### src/rtl/fifo_axis_packer_pkg.sv
// Shared types and elaboration-time helpers for the FIFO-to-AXI4-Stream packer.
package fifo_axis_packer_pkg;

  typedef enum logic [1:0] {StIdle, StFill, StFull} pack_state_e;

  function automatic int unsigned clog2(input int unsigned value);
    int unsigned result = 0;
    int unsigned span = 1;
    while (span < value) begin
      span = span << 1;
      result++;
    end
    return result;
  endfunction

  // Bits needed to hold 0..max_value, never less than one.
  function automatic int unsigned cnt_width(input int unsigned max_value);
    int unsigned w = clog2(max_value + 1);
    return (w > 0) ? w : 1;
  endfunction

endpackage

### src/rtl/fifo_axis_packer_if.sv
// FIFO drain side plus AXI4-Stream master side of the packer, bundled as one interface.
interface fifo_axis_packer_if #(
  parameter int unsigned FIFO_WIDTH = 32,
  parameter int unsigned RATIO      = 4
) ();

  logic                          fifo_empty_i;
  logic [FIFO_WIDTH-1:0]         fifo_dout_i;
  logic                          fifo_rd_o;
  logic                          m_tvalid_o;
  logic                          m_tready_i;
  logic [RATIO*FIFO_WIDTH-1:0]   m_tdata_o;
  logic [RATIO-1:0]              m_tkeep_o;
  logic                          m_tlast_o;

  modport master (
    input  fifo_empty_i, fifo_dout_i, m_tready_i,
    output fifo_rd_o, m_tvalid_o, m_tdata_o, m_tkeep_o, m_tlast_o
  );

  modport slave (
    output fifo_empty_i, fifo_dout_i, m_tready_i,
    input  fifo_rd_o, m_tvalid_o, m_tdata_o, m_tkeep_o, m_tlast_o
  );

endinterface

### src/rtl/axis_out_reg.sv
// Single-entry stream holding register: payload is frozen while valid and not yet accepted.
module axis_out_reg #(
  parameter int unsigned DataWidth = 32,
  parameter int unsigned KeepWidth = 4
) (
  input  logic                 clk_i,
  input  logic                 resetz_i,
  input  logic                 load_i,
  input  logic [DataWidth-1:0] data_i,
  input  logic [KeepWidth-1:0] keep_i,
  input  logic                 last_i,
  input  logic                 ready_i,
  output logic                 free_o,
  output logic                 valid_o,
  output logic [DataWidth-1:0] data_o,
  output logic [KeepWidth-1:0] keep_o,
  output logic                 last_o
);

  logic                 valid_q;
  logic [DataWidth-1:0] data_q;
  logic [KeepWidth-1:0] keep_q;
  logic                 last_q;

  assign free_o = !valid_q || ready_i;

  always_ff @(posedge clk_i or negedge resetz_i) begin
    if (!resetz_i) begin
      valid_q <= 1'b0;
      data_q  <= '0;
      keep_q  <= '0;
      last_q  <= 1'b0;
    end else if (load_i && free_o) begin
      valid_q <= 1'b1;
      data_q  <= data_i;
      keep_q  <= keep_i;
      last_q  <= last_i;
    end else if (ready_i) begin
      valid_q <= 1'b0;
    end
  end

  assign valid_o = valid_q;
  assign data_o  = data_q;
  assign keep_o  = keep_q;
  assign last_o  = last_q;

endmodule

### src/rtl/fifo_axis_packer.sv
// Pops narrow show-ahead FIFO words, packs RATIO per AXI4-Stream beat, frames packets with tlast
// and flushes a partial beat after TIMEOUT dry cycles.
module fifo_axis_packer
  import fifo_axis_packer_pkg::*;
#(
  parameter int unsigned FIFO_WIDTH = 32,
  parameter int unsigned RATIO      = 4,
  parameter int unsigned PKT_BEATS  = 16,
  parameter int unsigned TIMEOUT    = 64
) (
  input logic                clk_i,
  input logic                resetz_i,
  fifo_axis_packer_if.master bus
);

  localparam int unsigned DataW  = RATIO * FIFO_WIDTH;
  localparam int unsigned WcntW  = cnt_width(RATIO);
  localparam int unsigned BeatW  = (clog2(PKT_BEATS) > 0) ? clog2(PKT_BEATS) : 1;
  localparam int unsigned IdleW  = cnt_width(TIMEOUT);
  localparam bit          FlushEn = (TIMEOUT != 0);

  localparam logic [WcntW-1:0] WcntFull = WcntW'(RATIO);
  localparam logic [WcntW-1:0] WcntLast = WcntW'(RATIO - 1);
  localparam logic [BeatW-1:0] BeatLast = BeatW'(PKT_BEATS - 1);
  localparam logic [IdleW-1:0] IdleMax  = IdleW'(TIMEOUT);
  localparam logic [IdleW-1:0] IdleLast = IdleW'((TIMEOUT > 0) ? TIMEOUT - 1 : 0);

  logic [RATIO-1:0][FIFO_WIDTH-1:0] pack_q, pack_d;
  logic [WcntW-1:0]                 wcnt_q, wcnt_d;
  logic [BeatW-1:0]                 beat_q, beat_d;
  logic [IdleW-1:0]                 idle_q, idle_d;

  pack_state_e                      state;
  logic                             out_free;
  logic                             pop;
  logic                             load;
  logic [RATIO-1:0][FIFO_WIDTH-1:0] ld_data;
  logic [RATIO-1:0]                 ld_keep;
  logic                             ld_last;
  logic                             beat_last;
  logic [BeatW-1:0]                 beat_next;

  always_comb begin
    if (wcnt_q == '0) begin
      state = StIdle;
    end else if (wcnt_q == WcntFull) begin
      state = StFull;
    end else begin
      state = StFill;
    end
  end

  // Gated by reset so the strobe is low the instant reset asserts.
  assign pop = resetz_i && !bus.fifo_empty_i && ((state != StFull) || out_free);
  assign bus.fifo_rd_o = pop;

  assign beat_last = (beat_q == BeatLast);
  assign beat_next = beat_last ? '0 : beat_q + 1'b1;

  always_comb begin
    pack_d  = pack_q;
    wcnt_d  = wcnt_q;
    beat_d  = beat_q;
    idle_d  = '0;
    load    = 1'b0;
    ld_data = '0;
    ld_keep = '0;
    ld_last = 1'b0;

    unique case (state)
      StIdle, StFill: begin
        if (pop) begin
          for (int unsigned i = 0; i < RATIO; i++) begin
            if (wcnt_q == WcntW'(i)) pack_d[i] = bus.fifo_dout_i;
          end
          if (wcnt_q == WcntLast) begin
            // Completing word goes straight to the output when it can, avoiding a FULL cycle.
            if (out_free) begin
              load    = 1'b1;
              ld_data = pack_d;
              ld_keep = '1;
              ld_last = beat_last;
              beat_d  = beat_next;
              wcnt_d  = '0;
            end else begin
              wcnt_d = WcntFull;
            end
          end else begin
            wcnt_d = wcnt_q + 1'b1;
          end
        end else if (state == StFill) begin
          if (FlushEn && out_free && (idle_q >= IdleLast)) begin
            load    = 1'b1;
            ld_last = 1'b1;
            for (int unsigned i = 0; i < RATIO; i++) begin
              if (WcntW'(i) < wcnt_q) begin
                ld_data[i] = pack_q[i];
                ld_keep[i] = 1'b1;
              end
            end
            beat_d = '0;
            wcnt_d = '0;
          end else begin
            idle_d = (idle_q < IdleMax) ? idle_q + 1'b1 : idle_q;
          end
        end
      end
      StFull: begin
        if (out_free) begin
          load    = 1'b1;
          ld_data = pack_q;
          ld_keep = '1;
          ld_last = beat_last;
          beat_d  = beat_next;
          if (pop) begin
            pack_d[0] = bus.fifo_dout_i;
            wcnt_d    = WcntW'(1);
          end else begin
            wcnt_d = '0;
          end
        end
      end
      default: ;
    endcase
  end

  always_ff @(posedge clk_i or negedge resetz_i) begin
    if (!resetz_i) begin
      pack_q <= '0;
      wcnt_q <= '0;
      beat_q <= '0;
      idle_q <= '0;
    end else begin
      pack_q <= pack_d;
      wcnt_q <= wcnt_d;
      beat_q <= beat_d;
      idle_q <= idle_d;
    end
  end

  axis_out_reg #(
    .DataWidth(DataW),
    .KeepWidth(RATIO)
  ) u_out_reg (
    .clk_i   (clk_i),
    .resetz_i(resetz_i),
    .load_i  (load),
    .data_i  (ld_data),
    .keep_i  (ld_keep),
    .last_i  (ld_last),
    .ready_i (bus.m_tready_i),
    .free_o  (out_free),
    .valid_o (bus.m_tvalid_o),
    .data_o  (bus.m_tdata_o),
    .keep_o  (bus.m_tkeep_o),
    .last_o  (bus.m_tlast_o)
  );

endmodule

### src/flat_wrapper.sv
// flat-port wrapper written by rule: the top's interface ports become plain ports
module fifo_axis_packer_flat import fifo_axis_packer_pkg::*;
#(
  parameter int unsigned FIFO_WIDTH = 32,
  parameter int unsigned RATIO      = 4,
  parameter int unsigned PKT_BEATS  = 16,
  parameter int unsigned TIMEOUT    = 64
)
  (clk_i, resetz_i, bus_fifo_empty_i, bus_fifo_dout_i, bus_m_tready_i, bus_fifo_rd_o, bus_m_tvalid_o, bus_m_tdata_o, bus_m_tkeep_o, bus_m_tlast_o);
  fifo_axis_packer_if #(.FIFO_WIDTH(FIFO_WIDTH), .RATIO(RATIO)) bus_i ();
  input logic clk_i;
  input logic resetz_i;
  input wire logic [$bits(bus_i.fifo_empty_i)-1:0] bus_fifo_empty_i;
  input wire logic [$bits(bus_i.fifo_dout_i)-1:0] bus_fifo_dout_i;
  input wire logic [$bits(bus_i.m_tready_i)-1:0] bus_m_tready_i;
  output wire logic [$bits(bus_i.fifo_rd_o)-1:0] bus_fifo_rd_o;
  output wire logic [$bits(bus_i.m_tvalid_o)-1:0] bus_m_tvalid_o;
  output wire logic [$bits(bus_i.m_tdata_o)-1:0] bus_m_tdata_o;
  output wire logic [$bits(bus_i.m_tkeep_o)-1:0] bus_m_tkeep_o;
  output wire logic [$bits(bus_i.m_tlast_o)-1:0] bus_m_tlast_o;
  assign bus_i.fifo_empty_i = bus_fifo_empty_i;
  assign bus_i.fifo_dout_i = bus_fifo_dout_i;
  assign bus_i.m_tready_i = bus_m_tready_i;
  assign bus_fifo_rd_o = bus_i.fifo_rd_o;
  assign bus_m_tvalid_o = bus_i.m_tvalid_o;
  assign bus_m_tdata_o = bus_i.m_tdata_o;
  assign bus_m_tkeep_o = bus_i.m_tkeep_o;
  assign bus_m_tlast_o = bus_i.m_tlast_o;
  fifo_axis_packer #(.FIFO_WIDTH(FIFO_WIDTH), .RATIO(RATIO), .PKT_BEATS(PKT_BEATS), .TIMEOUT(TIMEOUT)) u_core (.clk_i(clk_i), .resetz_i(resetz_i), .bus(bus_i));
endmodule
### config.mk
export PLATFORM = sky130hd
export DESIGN_NAME = fifo_axis_packer_flat
export DESIGN_NICKNAME = d
export VERILOG_FILES = /design/src/rtl/fifo_axis_packer_pkg.sv /design/src/rtl/fifo_axis_packer_if.sv /design/src/rtl/axis_out_reg.sv /design/src/rtl/fifo_axis_packer.sv /design/src/flat_wrapper.sv
export SDC_FILE = /design/constraint.sdc
export NUM_CORES = 1
export LEC_CHECK = 0
export BUFFER_PORTS_ARGS = -buffer_cell sky130_fd_sc_hd__buf_2
export CORE_UTILIZATION = 55
export CTS_BUF_LIST = sky130_fd_sc_hd__clkbuf_4
export DETAILED_ROUTE_END_ITERATION = 10
export PLACE_DENSITY_LB_ADDON = 0.05
export RECOVER_POWER = 25
export SLEW_MARGIN = 20
export SYNTH_ARGS = -nofsm -noshare
export SYNTH_HDL_FRONTEND = slang
export SYNTH_SLANG_ARGS = --single-unit
### constraint.sdc
create_clock -name clk_i -period 3 [get_ports clk_i]
set_input_delay 0.3 -clock clk_i [delete_from_list [all_inputs] [get_ports clk_i]]
set_output_delay 0.3 -clock clk_i [all_outputs]
set_load 0.01 [all_outputs]
Word level (Yosys, flattened, before mapping) --
Index checks and enable logic that the tools add are counted.
Storage, ports and cells: input bits 36, word-level logic and storage cells 115, bits in registers 276
Cells by class: reductions and logical operators 17, add/subtract/negate cells 3, eq/ne operators 15, muxes and demuxes 63, magnitude comparators 6
Operator list (number):
- $mux W128 | 6
- $mux W32 | 11
- $pmux W128 S2 | 1
- $pmux W32 S2 | 1
- $mux W4 | 11
- $mux W7 | 5
- $mux W3 | 6
- $pmux W4 S2 | 2
- $mux W1 | 15
- $reduce_and A4 Y1 | 3
- $ne A3 B2 Y1 const B | 3
- $add A7 B1 Y7 const B | 1
- $ge A7 B6 Y1 const B | 1
- $lt A7 B7 Y1 const B | 1
- $eq A3 B2 Y1 const B | 2
- $lt A1 B3 Y1 const A | 2
- $lt A2 B3 Y1 const A | 2
- $ne A2 B2 Y1 const B | 3
- $pmux W3 S2 | 1
- $ne A5 B5 Y1 const B | 1
- $add A4 B1 Y4 const B | 1
- $eq A4 B4 Y1 const B | 1
- $logic_and A1 B1 Y1 | 4
- $mux W2 | 2
- other kinds (14) | 18

Logic depth before layout (Yosys ltp) --
depth after elaboration 10, depth in mapped cells 12, mapped depth without buffers 7

Cells and area by module --
Synthesis repeated with hierarchy kept, for this count alone.
Second synthesis, totals: cells, all modules 837, area total of the unflattened synthesis 12271.8 um2
By module, submodules not included:
- fifo_axis_packer | area an instance 7011.7 um2, times used 1, cells each 553, seq. area each 3553.4 um2
- axis_out_reg | area an instance 5260.0 um2, times used 1, cells each 284, seq. area each 3353.2 um2

Least setup slack after synthesis --
OpenSTA, ideal clock, no wires.
path kind register to register, start reg u_core.wcnt_q[0], end reg u_core.u_out_reg.data_q[66] (netlist: u_core.u_out_reg.data_o[66]), cell stages (with the launch flop) 12, setup time 0.071 ns, arrival time 2.493 ns, buffers on the path 4, slack 0.436 ns, data required time 2.929 ns, path through dfrtp_1 clkbuf_1 inv_1 ha_1 buf_6 and2_4 or3_1 buf_6 o41ai_4 buf_6 a221oi_2 nor2_1
On the way: word-level cells in the longest chain between the ends 9, elaborated cells on any way between the ends 27, classes of those cells order compare (1); eq/ne (6); mux (14); reduce/logical (6)
RTL lines:
- from (decl) | line fifo_axis_packer.sv:29 | logic [WcntW-1:0] wcnt_q, wcnt_d;
- from (signal assigned) | line fifo_axis_packer.sv:135 | wcnt_q <= wcnt_d;
- $eq A3 B3 Y1 | line fifo_axis_packer.sv:46 | end else if (wcnt_q == WcntFull) begin
- $mux W2 | line fifo_axis_packer.sv:46
- $mux W2 | line fifo_axis_packer.sv:44 | if (wcnt_q == '0) begin
- $ne A2 B2 Y1 | line fifo_axis_packer.sv:54 | assign pop = resetz_i && !bus.fifo_empty_i && ((state != StFull) || out_free);
- $logic_or A1 B1 Y1 | line fifo_axis_packer.sv:54
- $logic_and A1 B1 Y1 | line fifo_axis_packer.sv:54
- $mux W1 | line fifo_axis_packer.sv:72 | if (pop) begin
- $pmux W1 S2 | line fifo_axis_packer.sv:70 | unique case (state)
- $logic_and A1 B1 Y1 | line axis_out_reg.sv:33 | end else if (load_i && free_o) begin
- to (signal assigned) | line axis_out_reg.sv:35 | data_q <= data_i;
- to (decl) | line axis_out_reg.sv:21 | logic [DataWidth-1:0] data_q;
Parallel ways exist; a longest one is shown, timed or not. A chain may end at the register's enable or synchronous reset.

Worst setup path after layout --
start reg u_core.wcnt_q[0], end reg u_core.u_out_reg.data_q[62] (netlist: u_core.u_out_reg.data_o[62])
The elaborated chain is that of the path after synthesis.

==> key figures <==
Drt
  – Drt first pass iters: 5
  – Number of DRC markers in iteration 0: 550
  – WL final: 28.3 mm
  – Via density: 5.63
  – Via count: 8806
  – Post-DR wirelength/cell: 18.1 um
  – Final ANT Viol Nets: 0
  – DRC viols: 0

Placed design
  – Post-DP HPWL: 17.0 mm
  – Post-Place Cells: 1406
  – Port buffer count: 170
  – RD Place Congestion: 0.833

GRT
  – Initial antenna violation count: 1
  – Vias in the first global route: 8729
  – Largest net degree at the start of global routing: 175
  – Met1 Use GR: 37.3%
  – Gr busiest metal: met2
  – GRT Total Usage: 26.7%
  – GR met2 Demand/Resource: 41.1%
  – First-pass GRT wire length: 46.0 mm
  – GR Util met3: 6.13%
  – Grt ovf: 0

Logic synthesis
  – Post-synth top flop: dfrtp_1
  – Ys Warns: 0
  – Cell variety after synth: 55
  – Yosys reg bits: 276
  – EDFF count, synth: 0
  – Syn avg cell area: 11.6 sq um
  – FFs w/ async S/R, synth: 100%
  – Seq/Total Area, Yosys: 58.9%
  – Synth Net Count: 1051
  – Post-Syn Area: 11700 sq um
  – Mapped Cells: 1009

STA
  – Final hold vios: 0
  – Worst slew pin tran: 1.37 ns
  – Final Max Slew Viols: 0
  – Count of final setup violators: 0
  – Tmin final: 2.79 ns
  – Clk_skew: 0.0319 ns
  – Slew headroom: 8.74%
  – Setup TNS: 0 ns
  – RSZ-0062 raised after global routing: false
  – Period utilization: 93.1%
  – Highest Clock Rate: 358 MHz

Die
  – Die width: 148 um
  – Ports: 171
  – Standard-cell rows: 53
  – Die height: 148 um
  – Initial core utilization: 56.0%
  – Total die area: 21900 sq um
  – Core Box Area: 21000 sq um

CTS
  – Clock Latency Late Sink: 0.66 ns
  – H-tree depth: 3
  – Clock root buffer: clkbuf_4
  – CTS Buffer Depth: 3
  – Reg clk slew, reported paths: 0.06 ns
  – TritonCTS clock tree: done
  – Clock buffer count from CTS: 74
  – Clock sinks: 276
  – Post-CTS resize count: 0

Critical path
  – Setup crit start: u_core.wcnt_q[0]
  – Critical-path maximum fanout: 20
  – Crit path kind: flip-flop to flip-flop
  – Max incr delay on CP: 0.81 ns
  – Max stage delay cell, worst path: nor3_2
  – R2r startpoint: u_core.wcnt_q[0]
  – Critical path required time: 3.53 ns
  – Crit. End Element: flip-flop
  – WP data arrival: 3.32 ns
  – Cell Chain, Critical Path: inv_1 > ha_1 > and2_4 > or3_1 > a2111oi_2 > nor3_2 > buf_12 > o21ai_0
  – Worst setup SP type: flip-flop

Power and ir drop
  – Peak supply drop: 0.481 mV
  – Power per cell area: 991 nW/um^2
  – Leak Pwr: 6.09 nW

Run
  – Max cap viols: 0

Status
  – Status: finished clean

Cells and area
  – Final Instance Count excl. Fillers: 1565
  – Area growth syn-to-layout: 19.4%
  – Fin nets: 1282
  – Layout cells sized above 1: 26.2%

Min path
  – Worst Hold Launch: bus_fifo_empty_i
  – Hold WC Path Type: input port to flip-flop
## cell type report
| class | count | area [sq um] |
|---|---|---|
| Clock inverter | 18 | 100 |
| Sequential cell | 276 | 6910 |
| Clock buffer | 106 | 796 |
| Fill cell | 1748 | 6950 |
| Timing Repair Buffer | 230 | 1340 |
| Inverter | 4 | 15.0 |
| Tap cell | 275 | 344 |
| Antenna cell | 2 | 5.00 |
| Multi-Input combinational cell | 654 | 4500 |
## sequential cells by signal, indices dropped and copies added, names as in the netlist
register / flops
u_core.beat_q: 4
u_core.idle_q: 7
u_core.pack_q: 128
u_core.u_out_reg.data_o: 128
u_core.u_out_reg.keep_o: 4
u_core.u_out_reg.last_o: 1
u_core.u_out_reg.valid_o: 1
u_core.wcnt_q: 3
## synthesized netlist by cell type, types with 2 or more instances
library cell  count  share of area [%]
dfrtp_1         276                 59
nor2_1          177                5.7
mux2_2          119                 11
nand2_1         104                3.3
a221oi_1         54                4.0
o21ai_0          36                1.5
clkbuf_1         35                1.1
a22oi_1          33                2.1
a31oi_1          32                1.7
buf_2            30                1.3
a21oi_1          10               0.43
a221oi_2         10                1.3
mux2_1            9               0.86
buf_6             8               0.77
ha_1              6               0.64
nand3_1           5               0.21
nor3_1            5               0.21
a22o_1            4               0.30
inv_1             4               0.13
and2_1            3               0.16
and3b_1           3               0.22
nand2b_1          3               0.16
nor2b_1           3               0.16
o21a_1            3               0.19
xor2_1            3               0.22
mux2i_1           2               0.17
nand4_1           2               0.11
o21ai_1           2              0.085
xnor2_1           2               0.15
## routing by layer
metal / routed length, um / share of wire, %
met1: 13000 / 46
met2: 13200 / 47
met3: 1610 / 5.7
met4: 463 / 1.6
met5: 0 / 0
## critical path: cells and delay by family (launching register included)
family,cells,cell delay (ns)
adders and majority gates,1,0.20
and+or+nand+nor,3,1.33
DFF,1,0.51
buffers and inverters,2,0.43
AOI/OAI and AO/OA,2,0.19
## placed cells by master (no fill, tap or decap), types with 3 or more instances in the layout
cell	instances
xor2_1	3
a221oi_1	54
nand3_1	4
inv_1	4
a21oi_1	10
clkbuf_4	106
a22o_1	4
nor3_1	3
a31oi_1	32
a22oi_1	33
nand2b_1	3
ha_1	6
buf_2	50
nor2_1	176
buf_4	17
o21ai_0	36
dfrtp_1	276
mux2_2	119
and3b_1	3
clkbuf_1	120
clkinv_1	13
mux2_1	9
nand2_1	104
dlygate4sd3_1	33
nor2b_1	3
a221oi_2	10
buf_12	9
## where the power goes
part	switching (mW)	total, mW	internal, mW
Clock	1.48	3.19	1.70
Sequential	1.09	6.51	5.42
Combinational	2.30	4.19	1.88
Total	4.87	13.9	9.00
## repair_timing
action / CTS / global route
hold endpoints to repair: 217 / 0
endpoints found under the setup margin: 0 / 0
setup buffers: 0 / 0
hold buffers: 33 / 0
## stage by stage
step                power, mW  util, %  setup WS, ns  hold slack (ns)  cell area [sq um]
global placement         10.7     61.8         0.345            0.459              12900
CTS                      14.2     67.6         0.219           0.0830              14200
global route             14.8     66.8        0.0131            0.116              14000
floorplan                9.14        -         0.436          0.00441              11700
finish                   13.9     66.8         0.206            0.151              14000
detailed placement       10.9     61.8         0.233            0.462              12900
## final timing paths
kind	endpoint	slack, ns	depth (start not counted)
max	u_core.u_out_reg.data_o[62]	0.21	8
min	u_core.wcnt_q[0]	0.15	4
max reg2reg	u_core.u_out_reg.data_o[62]	0.21	8
min reg2reg	u_core.u_out_reg.data_o[32]	0.48	2
max in group asynchronous	u_core.pack_q[16]	0.71	4
min in group asynchronous	u_core.idle_q[5]	0.73	3
## cell families (layout without fill, tap and decap cells)
kind of cell / Yosys count / in the layout / synth area share, %
AOI/OAI and AO/OA: 197 / 197 / 13.2
xor gates and xnor gates: 5 / 5 / 0.373
adders and majority gates: 6 / 6 / 0.640
buffers and inverters: 79 / 358 / 3.39
DFF: 276 / 276 / 58.9
muxes: 130 / 130 / 12.5
other: 0 / 2 / 0
and+or+nand+nor: 316 / 316 / 11.1
No activity file was read; power rests on OpenSTA's default activity.
